File: config.mk
export PLATFORM = sky130hd
export DESIGN_NAME = mult_div_unit
export DESIGN_NICKNAME = d
export VERILOG_FILES = /design/src/rtl/mdu_pkg.sv /design/src/rtl/mdu_divider.sv /design/src/rtl/mult_div_unit.sv
export SDC_FILE = /design/constraint.sdc
export NUM_CORES = 2
export LEC_CHECK = 0
export CAP_MARGIN = 20
export CORE_MARGIN = 3
export CORE_UTILIZATION = 40
export CTS_BUF_LIST = sky130_fd_sc_hd__clkbuf_8 sky130_fd_sc_hd__clkbuf_16
export DETAILED_ROUTE_END_ITERATION = 8
export PLACE_DENSITY = 0.6
export SYNTH_ARGS = -nofsm -noshare
export SYNTH_HDL_FRONTEND = slang
export SYNTH_SLANG_ARGS = --single-unit
File: constraint.sdc
create_clock -name clk -period 9.96 [get_ports clk]
set_clock_uncertainty 0.1 [all_clocks]
set_input_delay 2.988 -clock clk [delete_from_list [all_inputs] [get_ports clk]]
set_output_delay 2.988 -clock clk [all_outputs]
set_load 0.005 [all_outputs]
File: src/rtl/mdu_pkg.sv
// Shared definitions for the multiply/divide unit: op encodings, latencies,
// FSM state type and small op-class helpers. The control and hazard
// decoders import this package as well, so encodings live in one place.
// DIV/DIVU are only implemented when the MDU_DIV_EN macro is defined.
package mdu_pkg;

    // Width of the latency down-counter (must hold DIV_LATENCY)
    localparam int CNT_W = 4;

    localparam logic [CNT_W-1:0] MULT_LATENCY = 4'd5;
    localparam logic [CNT_W-1:0] DIV_LATENCY  = 4'd10;

    typedef enum logic [2:0] {
        OP_MULT  = 3'd0,
        OP_MULTU = 3'd1,
        OP_DIV   = 3'd2,
        OP_DIVU  = 3'd3,
        OP_MTHI  = 3'd4,
        OP_MTLO  = 3'd5,
        OP_NOP6  = 3'd6,
        OP_NOP7  = 3'd7
    } mdu_op_e;

    typedef enum logic {
        ST_IDLE = 1'b0,
        ST_RUN  = 1'b1
    } mdu_state_e;

    function automatic logic is_mult_op(input logic [2:0] op);
        return (op == OP_MULT) || (op == OP_MULTU);
    endfunction

    function automatic logic is_div_op(input logic [2:0] op);
        return (op == OP_DIV) || (op == OP_DIVU);
    endfunction

endpackage

File: src/rtl/mdu_divider.sv
// Combinational 32-bit signed/unsigned divider working on magnitudes with a
// restoring-division array, then fixing signs: quotient truncates toward
// zero, remainder takes the dividend's sign. Flags a zero divisor so the
// caller can suppress the commit. Instantiated only under MDU_DIV_EN.
module mdu_divider
    import mdu_pkg::*;
(
    input  logic [31:0] dividend,
    input  logic [31:0] divisor,
    input  logic        is_signed,
    output logic [31:0] quotient,
    output logic [31:0] remainder,
    output logic        div_by_zero
);

    logic        neg_a;
    logic        neg_b;
    logic        overflow;
    logic [31:0] mag_a;
    logic [31:0] mag_b;
    logic [31:0] q_bits;
    logic [31:0] q_signed;
    logic [31:0] rem_stage [0:32];

    assign neg_a = is_signed & dividend[31];
    assign neg_b = is_signed & divisor[31];

    // 0x80000000 negates to itself, which is already its correct unsigned magnitude
    assign mag_a = neg_a ? (32'd0 - dividend) : dividend;
    assign mag_b = neg_b ? (32'd0 - divisor)  : divisor;

    assign rem_stage[0] = '0;

    // One restoring step per dividend bit, MSB first
    generate
        for (genvar gi = 0; gi < 32; gi++) begin : g_stage
            logic [32:0] shifted;
            logic [32:0] diff;
            assign shifted = {rem_stage[gi], mag_a[31-gi]};
            assign diff    = shifted - {1'b0, mag_b};
            // No borrow out means the partial remainder covers the divisor
            assign q_bits[31-gi]   = ~diff[32];
            assign rem_stage[gi+1] = q_bits[31-gi] ? diff[31:0] : shifted[31:0];
        end
    endgenerate

    assign q_signed    = (neg_a ^ neg_b) ? (32'd0 - q_bits) : q_bits;
    assign div_by_zero = (divisor == 32'd0);

    // Most-negative / -1 cannot be represented; pin it to the wrapped value
    assign overflow = is_signed && (dividend == 32'h8000_0000) && (divisor == 32'hFFFF_FFFF);

    assign quotient  = overflow ? 32'h8000_0000 : q_signed;
    assign remainder = overflow ? 32'd0 : (neg_a ? (32'd0 - rem_stage[32]) : rem_stage[32]);

endmodule

File: src/rtl/mult_div_unit.sv
// HI/LO multiply/divide unit. Operands are captured when a request is
// accepted; a down-counter models the fixed latency and HI/LO commit on the
// edge it expires. MTHI/MTLO write immediately. Divide support (DIV/DIVU)
// is built only when the MDU_DIV_EN macro is defined; otherwise those ops
// are no-ops.
module mult_div_unit
    import mdu_pkg::*;
(
    input  logic        clk,
    input  logic        reset,
    input  logic        start,
    input  logic [2:0]  op,
    input  logic [31:0] src_a,
    input  logic [31:0] src_b,
    output logic        busy,
    output logic [31:0] hi,
    output logic [31:0] lo
);

    mdu_state_e       state_reg, state_next;
    logic [CNT_W-1:0] cnt_reg, cnt_next;
    logic [31:0]      hi_reg, hi_next;
    logic [31:0]      lo_reg, lo_next;
    logic [31:0]      a_reg, a_next;
    logic [31:0]      b_reg, b_next;
    logic [2:0]       op_reg, op_next;

    logic             idle;
    logic             accept_mult;
    logic             accept_div;
    logic             ext_a;
    logic             ext_b;
    logic [63:0]      product;

    assign idle        = (state_reg == ST_IDLE);
    assign accept_mult = start && idle && is_mult_op(op);

    // Sign-extend only for MULT; a 64x64 multiply truncated to 64 bits is exact
    assign ext_a   = (op_reg == OP_MULT) & a_reg[31];
    assign ext_b   = (op_reg == OP_MULT) & b_reg[31];
    assign product = {{32{ext_a}}, a_reg} * {{32{ext_b}}, b_reg};

`ifdef MDU_DIV_EN
    logic [31:0] quotient;
    logic [31:0] remainder;
    logic        div_by_zero;

    assign accept_div = start && idle && is_div_op(op);

    mdu_divider u_divider (
        .dividend    (a_reg),
        .divisor     (b_reg),
        .is_signed   (op_reg == OP_DIV),
        .quotient    (quotient),
        .remainder   (remainder),
        .div_by_zero (div_by_zero)
    );
`else
    assign accept_div = 1'b0;
`endif

    // Next-state, latency counter and HI/LO update logic
    always_comb begin
        state_next = state_reg;
        cnt_next   = cnt_reg;
        hi_next    = hi_reg;
        lo_next    = lo_reg;
        a_next     = a_reg;
        b_next     = b_reg;
        op_next    = op_reg;
        case (state_reg)
            ST_IDLE: begin
                if (accept_mult || accept_div) begin
                    state_next = ST_RUN;
                    cnt_next   = accept_mult ? MULT_LATENCY : DIV_LATENCY;
                    a_next     = src_a;
                    b_next     = src_b;
                    op_next    = op;
                end else if (start && (op == OP_MTHI)) begin
                    hi_next = src_a;
                end else if (start && (op == OP_MTLO)) begin
                    lo_next = src_a;
                end
            end
            ST_RUN: begin
                cnt_next = cnt_reg - 1'b1;
                if (cnt_reg <= 4'd1) begin
                    cnt_next   = '0;
                    state_next = ST_IDLE;
                    if (is_mult_op(op_reg)) begin
                        hi_next = product[63:32];
                        lo_next = product[31:0];
                    end
`ifdef MDU_DIV_EN
                    else if (!div_by_zero) begin
                        hi_next = remainder;
                        lo_next = quotient;
                    end
`endif
                end
            end
            default: state_next = ST_IDLE;
        endcase
    end

    // State register; reset discards any operation in flight
    always_ff @(posedge clk or negedge reset) begin
        if (!reset) begin
            state_reg <= ST_IDLE;
            cnt_reg   <= '0;
            hi_reg    <= '0;
            lo_reg    <= '0;
            a_reg     <= '0;
            b_reg     <= '0;
            op_reg    <= '0;
        end else begin
            state_reg <= state_next;
            cnt_reg   <= cnt_next;
            hi_reg    <= hi_next;
            lo_reg    <= lo_next;
            a_reg     <= a_next;
            b_reg     <= b_next;
            op_reg    <= op_next;
        end
    end

    assign busy = (state_reg == ST_RUN);
    assign hi   = hi_reg;
    assign lo   = lo_reg;

endmodule

---- Yosys cells after proc, flatten, opt, wreduce, memory -nomap -nowiden ----
Cells that the tools add are included.
Widths: inputs -> output; s select.
storage, ports and cells
  input port bits ......................... 70
  logic and storage cells ................. 52
  flip-flop bits (word level) ............. 136
  output and inout bits ................... 65
operators by class
  magnitude comparators ................... 1
  reductions and logical operators ........ 11
  bitwise operators ....................... 3
  muxes and demuxes ....................... 17
  multiply operators ...................... 1
  add/subtract/negate cells ............... 1
  eq/ne operators ......................... 11
operators by type and width
  cell                 count
  $mux 32              9
  $pmux 32 s2          2
  $mul 33x33->64       1
  $ne 2x1->1 const B   5
  $mux 4               2
  $pmux 4 s2           1
  $eq 3x1->1 const B   2
  $eq 3x3->1 const B   2
  $logic_not 3->1      2
  $reduce_and 5->1     1
  $le 4x1->1 const B   1
  $logic_and 1x1->1    4
  $ne 2x2->1 const B   2
  $reduce_and 4->1     1
  $sub 4x1->4 const B  1
  $and 1x1->1          2
  $logic_or 1x1->1     2
  $mux 1               2
  $pmux 1 s2           1
  $reduce_and 2->1     1
  $not 1->1            1

---- Longest topological paths before layout ----
  depth in word-level cells ............... 6
  depth in mapped cells ................... 31
  mapped depth without buffers ............ 29

---- Least setup slack after synthesis ----
No wires, ideal clock.
  kind .................................... register to register
  start ................................... register op_reg[0]
  end ..................................... register hi_reg[31] (netlist: hi[31])
  required time ........................... 9,738 ps
  setup time .............................. 122 ps
  stages on the path, launching flop included .. 30
  period minus slack after synthesis ...... 8,358 ps
  path slack .............................. 1,602 ps
  path buffers ............................ 1
  data arrival time ....................... 8,136 ps
  cells stage by stage .................... dfrtp_1 -> nor3_1 -> and2_1 -> clkbuf_1 -> nand2_1 -> inv_1 -> fa_1 -> inv_1 -> fa_1 -> inv_1 -> fa_1 -> fa_1 -> inv_1 -> fa_1 -> inv_1 -> fa_1 -> inv_1 -> fa_1 -> fa_1 -> inv_1 -> ha_1 -> a21o_1 -> a21o_1 -> a21o_1 -> a21o_1 -> a2111oi_0 -> nor2_1 -> o31ai_1 -> mux2i_1 -> nand2_1
on the way
  cells in the longest elaborated chain, start to end .. 6
  elaborated cells on any way between the ends .. 11
  classes of those cells .................. 1 x mul; 2 x eq/ne; 3 x mux; 2 x bitwise; 3 x reduce/logical
ends and longest elaborated chain
  item                            line                                                     RTL
  start, declared                 mult_div_unit.sv:26                                      logic [2:0] op_reg, op_next;
  start signal, assigned          mult_div_unit.sv:123                                     op_reg <= op_next;
  $logic_not 3->1                 mdu_pkg.sv:30, mult_div_unit.sv:39, mult_div_unit.sv:40
  $and 1x1->1 (on tied branches)  mult_div_unit.sv:39, mult_div_unit.sv:40
  $mul 33x33->64                  mult_div_unit.sv:41                                      assign product = {{32{ext_a}}, a_reg} * {{32{ext_b}}, b_reg};
  $mux 32                         mult_div_unit.sv:90                                      if (is_mult_op(op_reg)) begin
  $mux 32                         mult_div_unit.sv:87                                      if (cnt_reg <= 4'd1) begin
  $pmux 32 s2                     mult_div_unit.sv:71                                      case (state_reg)
  end signal, assigned            mult_div_unit.sv:119                                     hi_reg <= hi_next;
  end, declared                   mult_div_unit.sv:22                                      logic [31:0] hi_reg, hi_next;
Parallel ways exist; a longest one is shown, timed or not. The select of a mux whose other input is x is not followed.
A chain may end at the register's enable or synchronous reset.

---- Worst setup path after layout ----
  start ................................... register a_reg[15]
  end ..................................... register hi_reg[30] (netlist: hi[30])
on the way
  cells in the longest elaborated chain, start to end .. 4
ends and longest elaborated chain
  item                    line                  RTL
  start, declared         mult_div_unit.sv:24   logic [31:0] a_reg, a_next;
  start signal, assigned  mult_div_unit.sv:121  a_reg <= a_next;
  $mul 33x33->64          mult_div_unit.sv:41
  $mux 32                 mult_div_unit.sv:90
  $mux 32                 mult_div_unit.sv:87
  $pmux 32 s2             mult_div_unit.sv:71
Every way passes these cells. The select of a mux whose other input is x is not followed.

==> impl_results.md <==
* Commonest cells after routing, fill and taps aside: inv_1, fa_1, nand2_1, and2_1, ha_1
* Max-cap viol count at 0
* CTS root buf: clkbuf_16
* Max frequency at 0.1106 GHz
* Die height at 336.3 um
* Die width at 336.3 um
* Worst-Skew Late Latency at 0.49 ns
* Grt peak-use layer: met2
* Area delta synth->final at 8.017%
* CP required at 10.27 ns
* Kind of critical path: reg2reg
* Setup violators final at 0
* Clk buf depth at 2
* Worst Tran Pin Value at 1.082 ns
* Post-synthesis cell type count at 60
* Seq/Total Area, Yosys at 7.796%
* Cell area after synthesis at 43650 um^2
* Initial DRT Pass Iterations at 5
* Syn Nets at 6141
* Post-CTS Setup Inserts at 0
* Crit path largest cell delay at 0.96 ns
* Fraction of registers with async set/reset at 100.0%
* Worst path cell trace: buf_4 > nand2_1 > fa_1 > inv_1 > fa_1 > fa_1 > inv_1 > fa_1 > fa_1 > fa_1 > fa_1 > inv_1 > fa_1 > ha_1 > and3_1 > nand2_1 > or4_1 > a2111oi_4 > a211oi_2 > a31oi_4 > a21oi_2 > or4_4 > a211o_1 > a41oi_2
* Grt met2 use at 39.27%
* RSZ-0062 raised after global routing: no
* PortBufs at 134
* Worst min-delay path category: reg2reg
* WL/cell at 20.22 um
* Die ar. at 113100 um^2
* Status: finished, final reports clean
* Post-DP HPWL at 104700 um
* Seq cells post-synth at 136
* CP startpoint kind: flip-flop
* Row count at 120
* Delay-heaviest family, CP: adder cells
* Starting Density at 40.55%
* CP dominant cell by count: fa_1
* GR Util met3 at 3.008%
* First-pass GRT wire length at 196400 um
* CTS tree: yes
* Slowest library cell on the worst path: dfrtp_1
* Most common cell after layout, fill and taps aside: inv_1
* Rel. slew slack at 27.85%
* Initial antenna violation count at 7
* Final hold violation count at 0
* GPL Wtd Cong at 0.8878
* M1 GR Usage at 29.29%
* Yosys warns at 0
* Residual DRC at 0
* Post-synth EDFFs at 0
* Number of cells on the worst reg-to-reg path at 24
* Overflow after GRT at 0
* Vias post-DR at 31190
* R2r setup slk at 0.92 ns
* CP bufs+invs at 4
* Largest net degree at the start of global routing at 86
* Critical Path AT at 9.35 ns
* Share of cells above drive strength 1 at 5.030%
* TritonCTS buffer count at 17
* Worst Setup SP: a_reg[15]
* Routed Antenna Nets at 0
* Worst r2r src: a_reg[15]
* Final wirelength at 124100 um
* Synth Flop Type: dfrtp_1
* Total GRT Usage at 22.92%
* Setup TNS at 0 ns
* Core area at 107700 um^2
* Vias in the first global route at 33480
* Fin. max-slew vios at 0
* Iteration-0 DRC Markers at 2093
* Post-Synthesis Cells at 4732
* Clk slew on worst S/H paths at 0.08 ns
* Syn avg cell area at 9.225 um^2
* # clock sinks at 136
* Setup crit end kind: flip-flop
* Min cycle time layout at 9.042 ns
* CP Capture Point: hi[30]
* Tcrit/Tclk final at 90.78%
* Hold_buf cts at 0
* Post-CTS sizing at 0
* Ports at 135
* Fillers at 10520
* Worst path depth at 24
* R2R Path End: hi[30]
* Critical path peak fanout at 18
* Nets at 6128
* CTS H-tree lvls at 4
* DR vias/cell at 5.084
[layout make-up]
type                    count  area (um^2)  area share [%]
diodes                      1        2.502        0.005307
repair buffers            243         2198           4.662
clock inverters            14        133.9          0.2839
multi-input cells        3165        34880           73.97
flip-flops and latches    136         3406           7.223
well taps                1403         1755           3.723
clock buffers              18        439.2          0.9314
inverters                1156         4339           9.203
[how the worst min path moves through the flow]
stage / from / to / cells after the start
6_report: hi[13] / hi[13] / 2
3_3_place_gp: hi[7] / hi[7] / 1
3_5_place_dp: hi[13] / hi[13] / 2
2_1_floorplan: hi[25] / hi[25] / 2
4_1_cts: hi[13] / hi[13] / 2
5_1_grt: lo[21] / lo[21] / 2
[per-layer routing]
| metal | vias up | wire, um |
|---|---|---|
| li1 | 13630 | - |
| met1 | 16340 | 48810 |
| met2 | 974 | 62260 |
| met3 | 238 | 6780 |
| met4 | 4 | 6176 |
| met5 | - | 23 |
[stage by stage]
step / setup slack, ns / hold WS (ns) / cells / cell area [um^2] / utilization, %
3_3_place_gp: 0.9645 / 0.3603 / 6102 / 46560 / 43.25
2_1_floorplan: 1.602 / 0.3730 / 4732 / 43650 / -
6_report: 0.9181 / 0.3852 / 6136 / 47150 / 43.80
5_1_grt: 0.3275 / 0.4066 / 6135 / 47150 / 43.80
3_5_place_dp: 0.9219 / 0.3698 / 6102 / 46560 / 43.25
4_1_cts: 0.9047 / 0.3866 / 6134 / 47130 / 43.78
[cells in the mapped netlist, types with 11 or more instances]
cell / instances / share of area, %
a211oi_1: 12 / 0.21
dfrtp_1: 136 / 7.8
a21o_1: 46 / 0.79
mux2i_1: 19 / 0.44
fa_1: 1125 / 52
a31oi_1: 18 / 0.26
nand2_1: 855 / 7.4
mux2_2: 65 / 1.7
clkbuf_1: 268 / 2.3
nor3_1: 11 / 0.13
xor2_1: 18 / 0.36
ha_1: 214 / 6.1
o21ai_0: 87 / 1.0
or2_2: 13 / 0.19
nor2b_1: 23 / 0.33
and3_1: 36 / 0.52
and2_1: 292 / 4.2
xnor2_1: 53 / 1.1
nor2_1: 67 / 0.58
nand3_1: 18 / 0.21
inv_1: 1156 / 9.9
a21oi_1: 102 / 1.2
[cells by family (layout without fill, tap and decap cells)]
| group | Yosys count | in the layout | synth area share, % |
|---|---|---|---|
| buffers and inverters | 1431 | 1431 | 12.33 |
| and+or+nand+nor | 1344 | 1344 | 13.92 |
| adders and majority gates | 1339 | 1339 | 57.73 |
| AOI/OAI and AO/OA | 327 | 327 | 4.689 |
| DFF | 136 | 136 | 7.796 |
| muxes | 84 | 84 | 2.112 |
| xor gates and xnor gates | 71 | 71 | 1.425 |
| other | 0 | 1 | 0 |
[worst min-delay path: cells and delay by family (launching register included)]
family	cells	cell delay (ns)
AOI/OAI and AO/OA	1	0.06
and+or+nand+nor	1	0.05
DFF	1	0.35
Power is left out: the tool's default activity adds up to more than one toggle a clock period on the data nets, which glitch-free logic cannot reach.
